### src/rtl/pipeline_sequencer.sv
// rtl/pipeline_sequencer.sv - run-control and hazard-stall sequencer for a 5-stage MIPS pipeline
module pipeline_sequencer #(
  parameter int DRAIN_CYCLES = 3,
  parameter int REG_ADDR_W   = 5,
  parameter int CNT_W        = 32
) (
  input  logic                  i_clk,
  input  logic                  i_rst_n,
  input  logic                  i_start,
  input  logic                  i_step,
  input  logic [REG_ADDR_W-1:0] i_id_rs,
  input  logic [REG_ADDR_W-1:0] i_id_rt,
  input  logic                  i_id_uses_rs,
  input  logic                  i_id_uses_rt,
  input  logic                  i_id_is_branch,
  input  logic                  i_id_halt,
  input  logic                  i_branch_taken,
  input  logic                  i_ex_reg_write,
  input  logic                  i_ex_mem_read,
  input  logic [REG_ADDR_W-1:0] i_ex_dst,
  input  logic                  i_mem_mem_read,
  input  logic [REG_ADDR_W-1:0] i_mem_dst,
  output logic                  o_pipe_en,
  output logic                  o_pc_write,
  output logic                  o_ifid_write,
  output logic                  o_ifid_flush,
  output logic                  o_idex_bubble,
  output logic [2:0]            o_state,
  output logic                  o_done,
  output logic [CNT_W-1:0]      o_issue_cnt,
  output logic [CNT_W-1:0]      o_stall_cnt
);

  localparam int DRN_W = (DRAIN_CYCLES > 1) ? $clog2(DRAIN_CYCLES) : 1;
  localparam logic [DRN_W-1:0] DRN_LOAD = DRN_W'(DRAIN_CYCLES - 1);

  typedef enum logic [2:0] {
    S_IDLE  = 3'd0,
    S_RUN   = 3'd1,
    S_STEP  = 3'd2,
    S_DRAIN = 3'd3,
    S_DONE  = 3'd4
  } state_e;

  state_e             state_q, state_d;
  logic [DRN_W-1:0]   drain_q, drain_d;
  logic [CNT_W-1:0]   issue_cnt_q, stall_cnt_q;

  logic ex_match, mem_match, hazard, active, stall, issue;

  // r0 is hard-wired zero, so a write to it can never feed a consumer
  assign ex_match  = (i_ex_dst != '0) &&
                     ((i_id_uses_rs && (i_id_rs == i_ex_dst)) ||
                      (i_id_uses_rt && (i_id_rt == i_ex_dst)));
  assign mem_match = (i_mem_dst != '0) &&
                     ((i_id_uses_rs && (i_id_rs == i_mem_dst)) ||
                      (i_id_uses_rt && (i_id_rt == i_mem_dst)));

  // ID-resolved branches need operands one stage earlier than ALU ops
  assign hazard = (i_ex_mem_read && ex_match) ||
                  (i_id_is_branch && i_ex_reg_write && ex_match) ||
                  (i_id_is_branch && i_mem_mem_read && mem_match);

  assign active = (state_q == S_RUN) || (state_q == S_STEP);
  assign stall  = active && hazard;
  assign issue  = active && !hazard;

  always_comb begin
    state_d       = state_q;
    drain_d       = drain_q;
    o_pipe_en     = 1'b0;
    o_pc_write    = 1'b0;
    o_ifid_write  = 1'b0;
    o_ifid_flush  = 1'b0;
    o_idex_bubble = 1'b0;
    o_done        = 1'b0;
    case (state_q)
      S_IDLE: begin
        if (i_start)     state_d = S_RUN;
        else if (i_step) state_d = S_STEP;
      end
      S_RUN, S_STEP: begin
        o_pipe_en     = 1'b1;
        o_pc_write    = !stall;
        o_ifid_write  = !stall;
        o_idex_bubble = stall;
        o_ifid_flush  = issue && (i_branch_taken || i_id_halt);
        if (issue && i_id_halt) begin
          state_d = S_DRAIN;
          drain_d = DRN_LOAD;
        end else if (issue && (state_q == S_STEP)) begin
          state_d = S_IDLE;
        end
      end
      S_DRAIN: begin
        // fetch is frozen and IF/ID squashed so only older work retires
        o_pipe_en    = 1'b1;
        o_ifid_write = 1'b1;
        o_ifid_flush = 1'b1;
        if (drain_q == '0) state_d = S_DONE;
        else               drain_d = drain_q - 1'b1;
      end
      S_DONE: begin
        o_done = 1'b1;
      end
      default: begin
        state_d = S_IDLE;
      end
    endcase
  end

  always_ff @(posedge i_clk or negedge i_rst_n) begin
    if (!i_rst_n) begin
      state_q     <= S_IDLE;
      drain_q     <= '0;
      issue_cnt_q <= '0;
      stall_cnt_q <= '0;
    end else begin
      state_q <= state_d;
      drain_q <= drain_d;
      if (issue) issue_cnt_q <= issue_cnt_q + CNT_W'(1);
      if (stall) stall_cnt_q <= stall_cnt_q + CNT_W'(1);
    end
  end

  assign o_state     = state_q;
  assign o_issue_cnt = issue_cnt_q;
  assign o_stall_cnt = stall_cnt_q;

endmodule

### config.mk
export PLATFORM = sky130hd
export DESIGN_NAME = pipeline_sequencer
export DESIGN_NICKNAME = d
export VERILOG_FILES = /design/src/rtl/pipeline_sequencer.sv
export SDC_FILE = /design/constraint.sdc
export NUM_CORES = 1
export LEC_CHECK = 0
export BUFFER_PORTS_ARGS = -buffer_cell sky130_fd_sc_hd__buf_4
export CORE_MARGIN = 4
export CORE_UTILIZATION = 45
export DETAILED_ROUTE_END_ITERATION = 10
export GPL_TIMING_DRIVEN = 0
export PLACE_DENSITY = 0.71
export SKIP_CTS_REPAIR_TIMING = 1
export SYNTH_ARGS = -nofsm -noshare
export SYNTH_HDL_FRONTEND = slang
export SYNTH_SLANG_ARGS = --single-unit
### constraint.sdc
create_clock -name i_clk -period 3.5 [get_ports i_clk]
set_clock_uncertainty 0.1 [all_clocks]
set_input_delay 0.35 -clock i_clk [delete_from_list [all_inputs] [get_ports i_clk]]
set_output_delay 0.35 -clock i_clk [all_outputs]
set_load 0.01 [all_outputs]
After elaboration in Yosys (flattened, before gate mapping)
Cells that the tools add are included.
{ "word_totals": {"register_bits": 69, "in_bits": 32, "output_inout_bits": 73, "word_cells": 69} }
{ "classes": {"n_addsub": 3, "eq_ne": 13, "muxes": 15, "n_bitwise": 1, "reduce_logical": 33} }
{ "ops": {"columns": ["cell", "n"], "rows": [
  ["adder 32 x 1 -> 32 bit (second input constant)", 2],
  ["== test 5 bit", 4],
  ["logical AND 1 bit", 16],
  ["two-way mux 3 bit", 5],
  ["one-hot mux 3 bit (4 select lines)", 1],
  ["nonzero test 5 bit", 2],
  ["== test 3 x 2 -> 1 bit (second input constant)", 2],
  ["logical OR 1 bit", 6],
  ["!= test 2 bit (second input constant)", 3],
  ["!= test 3 bit (second input constant)", 2],
  ["two-way mux 1 bit", 4],
  ["two-way mux 2 bit", 2],
  ["one-hot mux 1 bit (2 select lines)", 2],
  ["one-hot mux 2 bit (2 select lines)", 1],
  ["AND reduction 4 bit", 1],
  ["== test 3 x 1 -> 1 bit (second input constant)", 1],
  ["== test 3 bit (second input constant)", 1],
  ["zero test 3 bit", 1],
  ["AND reduction 3 bit", 1],
  ["OR reduction 3 bit", 1],
  ["zero test 1 bit", 2],
  ["zero test 2 bit", 1],
  ["nonzero test 2 bit", 1],
  ["OR reduction 2 bit", 1],
  ["other kinds (2)", 2]
]} }

Depth between registers and ports, before layout
Gate-level depths: netlist of the first run.
{ "logic_depth": {"ltp_word": 13, "mapped_depth": 8, "depth_no_buf": 6} }

Least setup slack after synthesis of the first run
Ideal clock, no wire load.
{ "synth_path": {"path_kind": "input port to output port", "from": "in i_mem_dst[0]", "to": "out o_ifid_flush", "t_arrival_ps": 2038, "slack_ps": 1012, "cell_stages": 7, "path_buffers": 2, "path_cell_list": "or3_1 -> o311a_1 -> a22o_1 -> buf_4 -> buf_6 -> o21a_1 -> a211oi_1"} }
{ "synth_between": {"elab_chain_len": 10} }
{ "synth_rtl": {"columns": ["element", "line_no", "source"], "rows": [
  ["start: declaration", "22", "input logic [REG_ADDR_W-1:0] i_mem_dst,"],
  ["== test 5 bit (on tied branches)", "56, 57", null],
  ["logical AND 1 bit (on tied branches)", "56, 57", null],
  ["logical OR 1 bit", "56", "((i_id_uses_rs && (i_id_rs == i_mem_dst)) ||"],
  ["logical AND 1 bit *", "55", "assign mem_match = (i_mem_dst != '0) &&"],
  ["logical AND 1 bit *", "62", "(i_id_is_branch && i_mem_mem_read && mem_match);"],
  ["logical OR 1 bit *", "61", "(i_id_is_branch && i_ex_reg_write && ex_match) ||"],
  ["zero test 1 bit *", "66", "assign issue = active && !hazard;"],
  ["logical AND 1 bit *", "66", null],
  ["logical AND 1 bit *", "87", "o_ifid_flush = issue && (i_branch_taken || i_id_halt);"],
  ["one-hot mux 1 bit (2 select lines) *", "77", "case (state_q)"],
  ["end: declaration", "26", "output logic o_ifid_flush,"]
]} }
Mark *: on every way between the ends. The rest lies on a longest branch, timed or not.

Worst setup path in the final report of the first run
{ "layout_path": {"from": "reg state_q[1], in the netlist o_state[1]", "to": "out o_idex_bubble"} }
{ "layout_between": {"elab_chain_len": 4} }
{ "layout_rtl": {"columns": ["element", "line_no", "source"], "rows": [
  ["start: declaration", "45", "state_e state_q, state_d;"],
  ["start signal: assignment", "119", "state_q <= state_d;"],
  ["== test 3 x 1 -> 1 bit or == test 3 x 2 -> 1 bit (tied branches)", "64, 77", null],
  ["logical OR 1 bit", "64", "assign active = (state_q == S_RUN) || (state_q == S_STEP);"],
  ["logical AND 1 bit", "65", "assign stall = active && hazard;"],
  ["two-way mux 1 bit *", "77", null],
  ["end: declaration", "27", "output logic o_idex_bubble,"]
]} }
Marked as above.

==> results by stage, run 1 <==
Critical path:
- Walking the worst path, the cells encountered are buf_2 > xnor2_1 > nor2_2 > and2_1 > a32oi_2 > buf_2 > inv_1 > buf_4.
- The worst setup path is launched from a register.
- The critical path start-end classification is register to primary output.
- The endpoint of the lowest-slack register-to-register path is o_stall_cnt[1].
- For this design, the slowest cell found on the critical path is a32oi_2.
- The critical path launch point is o_state[1].
- For this run, the slowest stage of the critical path takes 0.41 ns.
- The worst reg2reg path depth is 7.
- The critical path runs through a total of 8 cells.
- STA classifies the critical path endpoint as a primary output.
- In this run the critical register-to-register path is launched from o_state[1].
- The cell that appears most often on the critical path is buf_2.
- The dominant delay contributor by cell family on the critical path is buffers and inverters.
- The worst register-to-register path has a setup slack of around 1.1 ns.
- Data arrives at the worst endpoint at 2.42 ns.
- In this run the worst path has a maximum fanout of 10.
- The count of buffering cells on the critical path with inverters included is 4.
- The data required time at the worst endpoint is 3.05 ns.

Placement:
- The final estimated routing congestion in global placement is 0.8201.
- The worst setup slack before clock tree synthesis is 0.7015 ns.
- After detailed placement, the design holds a cell count of 570.
- Summing all placed instances gives a cell area of 4593 um^2.
- The count of buffers inserted at the top-level ports is 104.
- The HPWL after detailed placement is 6.694 mm.

Logic synthesis:
- The proportion of synthesized flip-flops having asynchronous set or reset is 1.000.
- Of the synthesized area, sequential elements account for 0.4686.
- The average size of a mapped cell is 10.12 um^2.
- The mapped netlist covers 3685 um^2.
- Synthesis handed over a netlist of around 360 instances.
- Synthesis produced a netlist with a net count of 399.
- The predominant post-synthesis flop cell is dfrtp_1.
- Yosys mapped the design onto 45 distinct sky130hd cell types.
- The flip-flop and latch count after synthesis is 69.
- The total number of yosys warnings is 0.
- Yosys mapped a number of flops with a built-in enable equal to 0.

Drt:
- In this run the remaining antenna-violating nets after routing total 0.
- The number of DRC violations after detailed routing is 0.
- The number of DRC markers after the initial detailed-route iteration is 120.
- For this run, the detailed router's first-pass iteration total came to 4.
- Dividing the detail-routed via count by the number of cells gives 5.341.
- The number of vias after detailed routing is 3130.
- In the final routed layout, each cell accounts on average for roughly 16 um.
- The total detailed-routing wirelength is between 9 and 10 mm.

Global routing:
- The maximum number of pins on one net before global-route repair is 70.
- The overall fraction of global-route tracks in use is 0.1881.
- The initial antenna violation count was 0.
- The first global-routing pass estimated between 10 and 15 mm of wire.
- Global routing finished with a remaining overflow of 0.
- The via count of the first global-routing pass was 3102.

Finish:
- The finished layout holds approximately 600 standard cells, fillers aside.
- The area added between synthesis and finish is 30.76%.
- The count of inserted antenna diode cells is 0.
- The area occupied by registers is 1727 um^2.
- After the last flow step, the layout net total stands at 514.
- The final cell area excluding filler cells is 4818 um^2.
- The number of inserted filler cells in the final layout is 699.
- Of the cells placed in the final design, the portion with a size suffix greater than 1 is 0.2789.
- In the final layout, the multi-input gates occupy 1863 um^2.

Die:
- The floorplan step set the die height to 98.49 um.
- The I/O pin total is between 100 and 150.
- After floorplanning, the core was sized to cover between 7000 and 8000 um^2.
- The number of placement rows is 32.
- The area enclosed by the die boundary is 9700 um^2.
- The initial core utilization is 0.4695.
- The x dimension of the die is between 90 and 100 um.

Timing:
- After routing, the total negative slack on setup checks comes to 0 ns.
- Setup repair after global routing left no endpoint under its margin.
- In this run the tightest slew margin relative to its limit is 0.4250.
- Static timing analysis puts the maximum clock frequency at about 350 MHz.
- The final critical delay including setup and external delays is between 2 and 3 ns.
- The final count of hold timing violations is 0.
- The worst-margin pin slew is 0.8625 ns.
- The final number of max-transition violations is 0.
- In the finished design, the share of the clock period the worst path needs comes to 0.8192.
- The final worst-path setup slack is 0.6327 ns.
- The final setup violation count is 0.

Power:
- Dividing total power by cell area gives a power density of 534.9 nW/um^2.
- The worst-case vdd ir drop is 227.8 uV.
- The design draws between 2 and 3 mW.
- The analysis attributes to cell leakage a power of 2.172 nW.

Run status:
- The flow ran to the end, and the final reports show no timing, DRC or antenna violations.

Clocking:
- The tree is rooted in a clkbuf_8.
- The CTS tree is done.
- The clock latency of the later-clocked register in the worst-skew pair is 0.34 ns.
- Counting along the longest clock path gives a buffer depth of 2.
- Counting every sink on the clock net gives 69.
- In this run, CTS created clock tree buffers numbering 9.
- After clock tree synthesis, the clock-pin slew on the worst setup and hold paths is 0.08 ns.
- The maximum level of the CTS H-tree is 3.

Run:
- The tool flagged a number of max-cap violations equal to 0.

Min path:
- The worst hold path belongs to the class input port to async pin.
-- cell type report --
| cell class | instances | share of cell area |
|---|---|---|
| tap | 102 | 0.02649 |
| multi-input combinational | 274 | 0.3867 |
| clock inverter | 5 | 0.01740 |
| sequential | 69 | 0.3583 |
| inverter | 10 | 0.007790 |
| clock buffer | 11 | 0.02934 |
| timing repair buffer | 104 | 0.1620 |
| buffer | 11 | 0.01194 |
-- power by group --
group | total (mW) | leakage (nW) | switching, mW | internal (mW)
registers | 0.995 | 0.851 | 0.111 | 0.884
clock network | 0.730 | 0.106 | 0.308 | 0.422
logic | 0.853 | 1.22 | 0.471 | 0.382
total | 2.58 | 2.17 | 0.889 | 1.69
-- metrics by stage --
| step | util | hold WS, ns |
|---|---|---|
| after floorplan | - | -0.04559 |
| after global placement | 0.5853 | 0.3575 |
| after detailed placement | 0.5853 | 0.3658 |
| after CTS | 0.6140 | 0.05264 |
| after global routing | 0.6140 | 0.08104 |
| final | 0.6140 | 0.01635 |
-- cell families (layout without fill, tap and decap cells) --
kind of cell,after synthesis,after routing,synth area share
multiplexers,4,4,0.01188
AO/OA/AOI/OAI,17,17,0.03668
AND/OR/NAND/NOR,167,167,0.2496
adder cells (fa/ha/maj),3,3,0.01019
buffers and inverters,21,141,0.02581
XOR/XNOR,83,83,0.1973
flip-flops,69,69,0.4686
-- cell usage after synthesis (2+ instances only) --
cell      instances  share of area
xor2_1           39          0.093
xnor2_1          44           0.10
nand4_1          23          0.039
a21oi_1           2         0.0027
and3_1            6          0.010
inv_1            10          0.010
nor4_2            5          0.017
nand3_1          23          0.031
buf_2             4         0.0054
nor4b_1           4         0.0095
and2_1            6          0.010
mux2_1            2         0.0061
nand2_1          33          0.034
dfrtp_1          69           0.47
ha_1              3          0.010
o22ai_1           2         0.0034
nor2_1           22          0.022
or4_1             2         0.0041
clkbuf_1          5         0.0051
nor3_1           26          0.035
o21ai_0           2         0.0027
nor4_1            5         0.0085
and4_1            5          0.012
-- worst max path at each step --
stage	to	slack, ns
6_report	o_idex_bubble	0.63
5_1_grt	o_idex_bubble	0.48
4_1_cts	o_idex_bubble	0.60
3_5_place_dp	o_idex_bubble	0.70
3_3_place_gp	o_idex_bubble	0.68
2_1_floorplan	o_ifid_flush	1.01
-- registers in the layout, indices dropped and copies added, names as in the netlist --
name / flops
o_stall_cnt: 32
o_state: 3
drain_q: 2
o_issue_cnt: 32
-- layout by cell type (no fill, tap or decap), types with 3 or more instances in the layout --
cell type,instances
nor2_1,22
ha_1,3
nand3_1,23
and4_1,5
buf_2,4
nor4_1,5
nor4_2,5
nand2_1,33
buf_4,105
and3_1,6
clkbuf_8,10
nor4b_1,4
nor3_1,26
xnor2_1,44
nand4_1,23
xor2_1,39
dfrtp_1,69
clkbuf_1,6
inv_1,10
and2_1,6
-- routing by layer --
layer / vias to the layer above / global-route usage / routed length [um]
li1: 1507 / - / -
met1: 1505 / 0.2558 / 4128
met2: 101 / 0.2938 / 4249
met3: 17 / 0.03892 / 556
met4: 0 / 0.07878 / 161
met5: - / 0 / 0
Note: power is estimated with default switching activity, not from simulation.
==> inputs of run 2 (changes only) <==
PLACE_DENSITY = 0.73   (was 0.71)
clock period = 2.5 ns   (was 3.5 ns; I/O delays follow)
==> run 2 against run 1 <==
Cell count rose by 1.2%. Combinational power rose by 47%. Critical path depth is 1 higher. First-iteration DRC count down 7.5%. Sequential power rose by 40%. Critical path type is now input port to primary output.
==> results by stage, run 2 (same netlist as run 1, synthesis figures left out) <==
Clocking:
- The tree is rooted in a clkbuf_8.
- Clock tree synthesis found a total of 69 sinks.
- In this run the deepest clock path goes through 2 buffers.
- After clock tree synthesis, the clock-pin slew on the worst setup and hold paths is 0.07 ns.
- The clock latency of the later-clocked register in the worst-skew pair is 0.34 ns.
- The maximum level of the CTS H-tree is 3.
- TritonCTS built the clock tree.
- The number of CTS-inserted buffers is 9.

Power:
- The worst-case vdd ir drop is 316.8 uV.
- Of the total power, the clock network draws 0.281.
- The total design power is 3.673 mW.
- The proportion of power drawn by combinational gates is 0.340.
- The sequential fraction of design power is 0.380.
- The cell-internal power is about 2.4 mW.
- Summed over all cells, the static leakage comes to 2.228 nW.
- The power density over the cells is between 700 and 800 nW/um^2.
- The switching power is 1.266 mW.
- The fraction of power spent switching nets is 0.3446.

Drt:
- The number of DRC violations after detailed routing is 0.
- Using the TritonRoute via totals, the vias-per-cell ratio works out to 5.363.
- Once detail routing completed, the nets flagged for antenna violations numbered 0.
- The post-detailed-route wirelength per cell is between 15 and 20 um.
- The detailed router finished its first iteration with 111 violations.
- Summing over every cut layer, the via total after detailed routing is 3180.
- The total detailed-routing wirelength is 9.325 mm.
- Before antenna repair, the detailed router went through 4 iterations.

Placement:
- During placement, the flow inserted port buffers numbering roughly 100.
- The final estimated routing congestion in global placement is between 0.8 and 0.9.
- The standard cell area after detailed placement is around 4600 um^2.
- Before CTS, the worst setup slack after placement is -0.1078 ns.
- Summed over all nets, the half-perimeter wirelength after detailed placement is 6.915 mm.
- The total instance count after detailed placement is 570.

Die:
- The area enclosed by the die boundary is about 9700 um^2.
- The x dimension of the die is approximately 98 um.
- The height of the chip is approximately 98 um.
- The core region is between 7000 and 8000 um^2.
- The number of placement rows is 32.
- For this design the top-level I/O count stands at 105.
- The initial core utilization is 0.4695.

Critical path:
- The arrival time at the worst endpoint is around 2.1 ns.
- The capturing element type of the critical path is a primary output.
- Along the worst path, the maximum fanout reaches 10.
- The endpoint of the lowest-slack register-to-register path is o_stall_cnt[13].
- The most critical setup path has its startpoint at i_mem_dst[0].
- Setup slack on the worst reg-to-reg path comes out at 0.08 ns.
- The startpoint of the lowest-slack register-to-register path is o_state[1].
- The data required time at the worst endpoint is 2.15 ns.
- The setup path with the least slack is of type input port to primary output.
- The most critical setup path has its endpoint at o_ifid_flush.
- Measured in cells, the most critical reg-to-reg path has a length of 8.
- The element type at the critical path start is an input port.

Run status:
- The flow ran to the end, and the final reports show no timing, DRC or antenna violations.

Finish:
- In the final layout, the share of cells above drive strength 1 is 0.2994.
- Registers take 1727 um^2.
- In the final layout, the multi-input gates occupy 1914 um^2.
- The finished layout holds 593 standard cells, fillers aside.
- The count of inserted antenna diode cells is 0.
- The library cells used most frequently in the layout, excluding fill and tap cells, are 110 x buf_4, 69 x dfrtp_1, 43 x xnor2_1.
- The library cell used most frequently in the layout, excluding fill and tap cells, is buf_4.
- The area added between synthesis and finish is 34.16%.
- The final cell area excluding filler cells is 4943 um^2.
- The core utilization of the finished layout is 0.6299.
- The final layout contains 521 nets.
- The number of inserted filler cells in the final layout is ~660.

Timing:
- The final count of hold timing violations is 0.
- Timing would allow up to between 400 and 500 MHz.
- Setup repair after global routing could not meet its margin everywhere.
- The final setup violation count is 0.
- The fraction of the cycle the final worst path needs is 0.9842.
- The worst-margin pin slew is 0.8597 ns.
- Subtracting the final worst setup slack from the clock period gives about 2.5 ns.
- Final hold analysis gives a worst-case slack of 0.07832 ns.
- The max-slew headroom at the worst pin is 0.4269.
- Adding up every negative setup slack in the final design gives 0 ns.
- Setup slack closes at approximately 0.039 ns.
- The final number of max-transition violations is 0.

Min path:
- The tightest min-delay check is of the input port to register type.
- The startpoint identified for the worst hold timing path is i_start.

Global routing:
- For this run, global-route usage on met3 was measured as 0.04529.
- The initial antenna violation count was 0.
- The via count of the first global-routing pass is 3222.
- For met2 alone, demand over resource in global routing was 0.3125.
- After global routing the overflow that remains totals 0.
- Entering global routing, the biggest net connects 70 pins.
- The global routing's busiest layer is met2.
- The met1 global-route usage is 0.2608.
- The wire length of the first global-routing pass is ~16 mm.
- In the global route stage, overall resource usage came out at 0.1953.

Run:
- The max-cap check violation count is 0.
## run 2: how the worst min path moves through the flow
stage                 end  slack, ns  cells after the start
2_1_floorplan  drain_q[0]      -0.15                      0
3_3_place_gp   o_state[0]       0.32                      1
3_5_place_dp   o_state[2]       0.32                      1
4_1_cts        o_state[2]      -0.04                      1
5_1_grt        o_state[0]       0.07                      2
6_report       o_state[0]       0.08                      2
## run 2: power groups by stage
stage	Sequential (mW)	Combinational [mW]	Clock [mW]
2_1_floorplan	1.43	0.673	0
3_5_place_dp	1.41	1.21	0
3_3_place_gp	1.41	1.19	0
4_1_cts	1.39	1.22	1.05
5_1_grt	1.42	1.39	1.09
6_report	1.39	1.25	1.03
## run 2: critical path, stage by stage
cell and delay [ns]:
buf_4 0.13, or3_4 0.39, o311a_4 0.38, a22o_1 0.21, buf_6 0.13, buf_12 0.14, o21a_1 0.19, a211oi_2 0.15
buf_4 0.15
## run 2: layout make-up
cell class              instances  area share
clock inverters                 4     0.01417
repair buffers                111      0.1691
flip-flops and latches         69      0.3493
plain buffers                  11     0.01544
well taps                     102     0.02582
multi-input cells             274      0.3872
inverters                      10    0.007593
clock buffers                  12     0.03138
## run 2: layer usage
metal	share of wire	routed length [um]
met1	0.43	4042
met3	0.066	613
met5	0	0
met2	0.48	4490
met4	0.019	179
